<file path="src/rtl/periph_reg_arbiter.sv">
// periph_reg_arbiter: round-robin arbiter that locks one of NUM_REQ register-bus
// requesters onto a shared peripheral bus for the duration of one transfer.
// Two-state FSM (IDLE/BUSY); arbitration takes one IDLE cycle, the transfer
// completes on the first BUSY cycle with slv_rsp_i.ready high.
// Optional feature: define PERIPH_ARB_TIMEOUT_EN to abort a transfer with an
// error response once the wait counter reaches TIMEOUT_CYCLES without ready.

package reg_pkg;
  typedef struct packed {
    logic [31:0] addr;
    logic        write;
    logic [31:0] wdata;
    logic [3:0]  wstrb;
    logic        valid;
  } reg_req_t;

  typedef struct packed {
    logic [31:0] rdata;
    logic        error;
    logic        ready;
  } reg_rsp_t;
endpackage

module periph_reg_arbiter #(
  parameter int unsigned NUM_REQ        = 2,
  parameter int unsigned TIMEOUT_CYCLES = 255,
  parameter type         req_t          = reg_pkg::reg_req_t,
  parameter type         rsp_t          = reg_pkg::reg_rsp_t
) (
  input  logic                       clk_i,
  input  logic                       rst_ni,
  input  req_t                       req_i [NUM_REQ],
  output rsp_t                       rsp_o [NUM_REQ],
  output req_t                       slv_req_o,
  input  rsp_t                       slv_rsp_i,
  output logic                       busy_o,
  output logic [$clog2(NUM_REQ)-1:0] grant_idx_o,
  output logic                       timeout_o
);

  localparam int unsigned IDX_W = $clog2(NUM_REQ);

  localparam logic [0:0] IDLE = 1'b0;
  localparam logic [0:0] BUSY = 1'b1;

  logic [0:0]       state_q, state_d;
  logic [IDX_W-1:0] rr_ptr_q, rr_ptr_d;
  logic [IDX_W-1:0] grant_q, grant_d;
  logic [IDX_W-1:0] winner;
  logic [IDX_W-1:0] next_ptr;
  logic             any_valid;
  logic             busy;
  logic             gnt_valid;
  logic             abort;
  rsp_t             abort_rsp;

  assign busy      = (state_q == BUSY);
  assign gnt_valid = busy && req_i[grant_q].valid;
  assign next_ptr  = (grant_q == IDX_W'(NUM_REQ - 1)) ? '0 : grant_q + 1'b1;

  // Round-robin pick: first valid requester at or after rr_ptr, wrapping.
  always_comb begin : rr_pick
    int unsigned idx;
    idx       = 0;
    winner    = rr_ptr_q;
    any_valid = 1'b0;
    for (int unsigned i = 0; i < NUM_REQ; i++) begin
      idx = (32'(rr_ptr_q) + i) % NUM_REQ;
      if (!any_valid && req_i[idx].valid) begin
        any_valid = 1'b1;
        winner    = IDX_W'(idx);
      end
    end
  end

`ifdef PERIPH_ARB_TIMEOUT_EN
  logic [15:0] wait_q;

  // Wait counter: zero whenever IDLE, counts BUSY cycles that lack ready.
  always_ff @(posedge clk_i or negedge rst_ni) begin
    if (!rst_ni) begin
      wait_q <= '0;
    end else if (!busy) begin
      wait_q <= '0;
    end else if (!slv_rsp_i.ready) begin
      wait_q <= wait_q + 16'd1;
    end
  end

  // Ready has priority: an abort only fires when ready is low.
  assign abort = gnt_valid && !slv_rsp_i.ready && (wait_q == 16'(TIMEOUT_CYCLES));
`else
  logic unused_timeout_cfg;
  assign unused_timeout_cfg = (TIMEOUT_CYCLES == 0);
  assign abort              = 1'b0;
`endif

  // Error response substituted for the slave response on an abort cycle.
  always_comb begin
    abort_rsp       = '0;
    abort_rsp.error = 1'b1;
    abort_rsp.ready = 1'b1;
  end

  // Next-state logic: a dropped valid aborts silently without moving rr_ptr.
  always_comb begin
    state_d  = state_q;
    rr_ptr_d = rr_ptr_q;
    grant_d  = grant_q;
    if (state_q == IDLE) begin
      if (any_valid) begin
        state_d = BUSY;
        grant_d = winner;
      end
    end else begin
      if (!req_i[grant_q].valid) begin
        state_d = IDLE;
      end else if (slv_rsp_i.ready || abort) begin
        state_d  = IDLE;
        rr_ptr_d = next_ptr;
      end
    end
  end

  // State, round-robin pointer and locked grant registers.
  always_ff @(posedge clk_i or negedge rst_ni) begin
    if (!rst_ni) begin
      state_q  <= IDLE;
      rr_ptr_q <= '0;
      grant_q  <= '0;
    end else begin
      state_q  <= state_d;
      rr_ptr_q <= rr_ptr_d;
      grant_q  <= grant_d;
    end
  end

  // Forward the granted request; all-zero when not valid or on abort.
  always_comb begin
    slv_req_o = '0;
    if (gnt_valid && !abort) begin
      slv_req_o = req_i[grant_q];
    end
  end

  // Route the response to the granted requester only; others stay zero.
  always_comb begin
    for (int unsigned k = 0; k < NUM_REQ; k++) begin
      rsp_o[k] = '0;
      if (gnt_valid && (grant_q == IDX_W'(k))) begin
        rsp_o[k] = abort ? abort_rsp : slv_rsp_i;
      end
    end
  end

  assign busy_o      = busy;
  assign grant_idx_o = grant_q;
  assign timeout_o   = abort;

endmodule

</file>
<file path="config.mk">
export PLATFORM = sky130hd
export DESIGN_NAME = periph_reg_arbiter
export DESIGN_NICKNAME = d
export VERILOG_FILES = /design/src/rtl/periph_reg_arbiter.sv
export SDC_FILE = /design/constraint.sdc
export NUM_CORES = 1
export LEC_CHECK = 0
export CAP_MARGIN = 10
export CORE_AREA = 5 5 120 122
export CTS_CLUSTER_SIZE = 10
export DETAILED_ROUTE_END_ITERATION = 10
export DIE_AREA = 0 0 125 127
export PLACE_DENSITY = 0.67
export SYNTH_ARGS = -nofsm -noshare
export SYNTH_HDL_FRONTEND = slang
export SYNTH_SLANG_ARGS = --single-unit
</file>
<file path="constraint.sdc">
create_clock -name clk_i -period 3.3 [get_ports clk_i]
set_input_delay 0.33 -clock clk_i [delete_from_list [all_inputs] [get_ports clk_i]]
set_output_delay 0.33 -clock clk_i [all_outputs]
set_load 0.03 [all_outputs]
</file>
==> flow_summary_export.csv <==
group,metric,value,unit
run_status,outcome,"completed",
placed_design,placement.cell_area,4990,um2
pwr,power.ir.vdd_worst,0.499,mV
drt,vias_per_cell,4.32,
placed_design,io_buffers,315,
finish,final_nets,762,
placed_design,finalWeightedCongestion,0.824,
timing,rsz0062_at_grt,"no",
finish,antennaDiodeCount,0,
synth,synth_cells,294,
die,floorplan.rows,42,
cts,clock_sink_count,3,
synth,synth_seq_cells,3,
cts,cts_setup_buffers,0,
cts,cts_buffer_depth,2,
synth,ys_seq_area_frac,0.0476,
setup_path,cp.arrival,2360,ps
global_routing,grt_remaining_overflow,0,
drt,wl_cell,16.2,um
cts,ctsHoldBuffers,0,
synth,synth-adder-area-share,0,
global_routing,wire_length_of_the_first_global_routing_pass,18.2,mm
die,floorplan.die.height,127,um
synth,synth_area_per_cell,5.37,um2
synth,syn-num-nets,470,
global_routing,antenna_found_initial,0,
timing,worst_hold_slack,303,ps
drt,totalWireLength,12.3,mm
setup_path,critical_path_peak_fanout,69,
timing,post-route-period-util,0.815,
timing,final.setup_skew,1.87,ps
setup_path,startpoint_type,"input pin",
pwr,p_leak,1.84,nW
timing,setup_viol,0,
global_routing,via_count_of_the_first_global_routing_pass,3414,
cts,clkLatencyLatePin,220,ps
timing,timing.fmax,0.372,GHz
die,floorplan.io_pins,317,
die,die_w,125,um
finish,syn_to_final_growth,221,%
die,initial_core_util,0.121,
timing,drv_slew,0,
finish,final_design_area_no_fill,5070,um2
drt,drtPass1Iterations,7,
die,core_area,13100,um2
cts,clock_tree_from_tritoncts,"built",
synth,synthSimpleGateAreaFrac,0.438,
die,die_area,15900,um2
finish,fillerInstances,1312,
synth,yosys.area_share.xor_xnor,0,
timing,final_hold_viol_count,0,
timing,setup-tns-final,0,ps
cts,clkSlewWorstSetupHoldPaths,30,ps
finish,drive_above_1_share,0.0769,
cts,clock_tree.root_cell,"clkbuf_16",
drt,remaining_drc_errors,0,
synth,post_synthesis_instance_area,1580,um2
synth,multiplexer_share_of_the_synthesized_area,0,
synth,synth-compound-area-share,0.390,
flow_run,max_cap_viol_count,0,
setup_path,timing_worst_setup_path_type,"input pin to output pin",
global_routing,grt_start_max_net_pins,70,
global_routing,grtUsageTotal,0.140,
synth,netlist-cell-type-count,21,
drt,final_antenna_net_count,0,
pwr,power_density_over_the_cells,496,nW/um2
synth,synth.yosys.warnings,0,
placed_design,post-dp-hpwl,10.5,mm
cts,post_cts_resize_count,0,
drt,dr.first_iter.drc_count,140,
synth,synth_top_family_by_area,"simple AND/OR/NAND/NOR gates",
timing,timing.final.crit_period,2690,ps
setup_path,worst-endpoint-required,2970,ps
setup_path,endpoint_kind,"output pin",
cts,cts_max_level,1,
cts,cts_buffers,3,
drt,via_count,3285,
min_path,worstHoldPathType,"input pin to async pin",
[worst max-delay path, stage by stage]
cell	delay, ps
clkdlybuf4s50_1	560
and2_2	210
buf_12	280
a22oi_1	130
nor2_1	120
clkdlybuf4s50_1	680
[final timing paths]
path	start	endpoint	slack (ps)	cells after the start
min	rst_ni	busy_o$_DFF_PN0_	300	1
min reg2reg	rr_ptr_q$_DFFE_PN0P_	rr_ptr_q$_DFFE_PN0P_	530	2
max reg2reg	busy_o$_DFF_PN0_	grant_idx_o$_DFFE_PN0P_	1920	4
max in group asynchronous	rst_ni	rr_ptr_q$_DFFE_PN0P_	2840	1
min in group clk_i	rr_ptr_q$_DFFE_PN0P_	rr_ptr_q$_DFFE_PN0P_	530	2
max	req_i[0]	slv_req_o[3]	610	6
[synth_stat cells]
library cell    n  share of area
a31oi_1         1         0.0040
dfrtp_1         3          0.048
nor2_2         10          0.040
buf_6           4          0.029
a22o_1          1         0.0056
a21oi_1         2         0.0063
conb_1          1         0.0024
inv_1           2         0.0048
nor2b_1         1         0.0040
buf_2          16          0.051
nor2_1        127           0.30
a22oi_1        59           0.28
and2_1          1         0.0040
buf_4           1         0.0048
a22oi_2        10          0.079
o31ai_1         1         0.0048
o21ai_0         3         0.0095
nand2_1        37          0.088
buf_1           3         0.0071
clkbuf_1       10          0.024
inv_2           1         0.0024
[metrics by stage]
step	util	power, mW	worst slack (ps)	instances
detailed placement	0.381	2.35	623	757
finish	0.387	2.51	610	761
global route	0.387	2.66	502	761
floorplan	-	1.33	1430	294
global placement	0.381	2.32	667	757
CTS	0.387	2.55	621	761
[logic make-up after synthesis]
logic type,after synthesis
buffers and inverters,37
flip-flops,3
other,1
AO/OA/AOI/OAI,77
AND/OR/NAND/NOR,176
[sequential cells by signal, summed over array words and instances, names as in the netlist]
name         flops
rr_ptr_q         1
busy_o           1
grant_idx_o      1
[metal layers]
metal  track usage  part of all wire
met2         0.270              0.53
met3        0.0401             0.086
met1         0.142              0.35
met4        0.0510             0.034
met5             0                 0
[final cells by class]
class / count / area, um2 / share of cell area
clock buffer: 4 / 78.8 / 0.0155
inverter: 3 / 11.3 / 0.00222
multi-input combinational: 254 / 1320 / 0.260
sequential: 3 / 75.1 / 0.0148
tap: 176 / 220 / 0.0434
timing repair buffer: 321 / 3370 / 0.664
[cells in the final DEF, fill, tap and decap left out, drive strengths merged]
cell           count
nor2             137
a21oi              2
buf               19
clkdlybuf4s50    302
and2               1
a22o               1
conb               1
o31ai              1
inv                3
o21ai              3
nor2b              1
dfrtp              3
clkbuf             4
nand2             37
a31oi              1
a22oi             69
[report_power, final]
group | switching [mW] | internal [mW]
Clock | 0.0308 | 0.159
Combinational | 1.29 | 0.956
Sequential | 0.0214 | 0.0529
Total | 1.35 | 1.17
(Power assumes the default switching activity.)
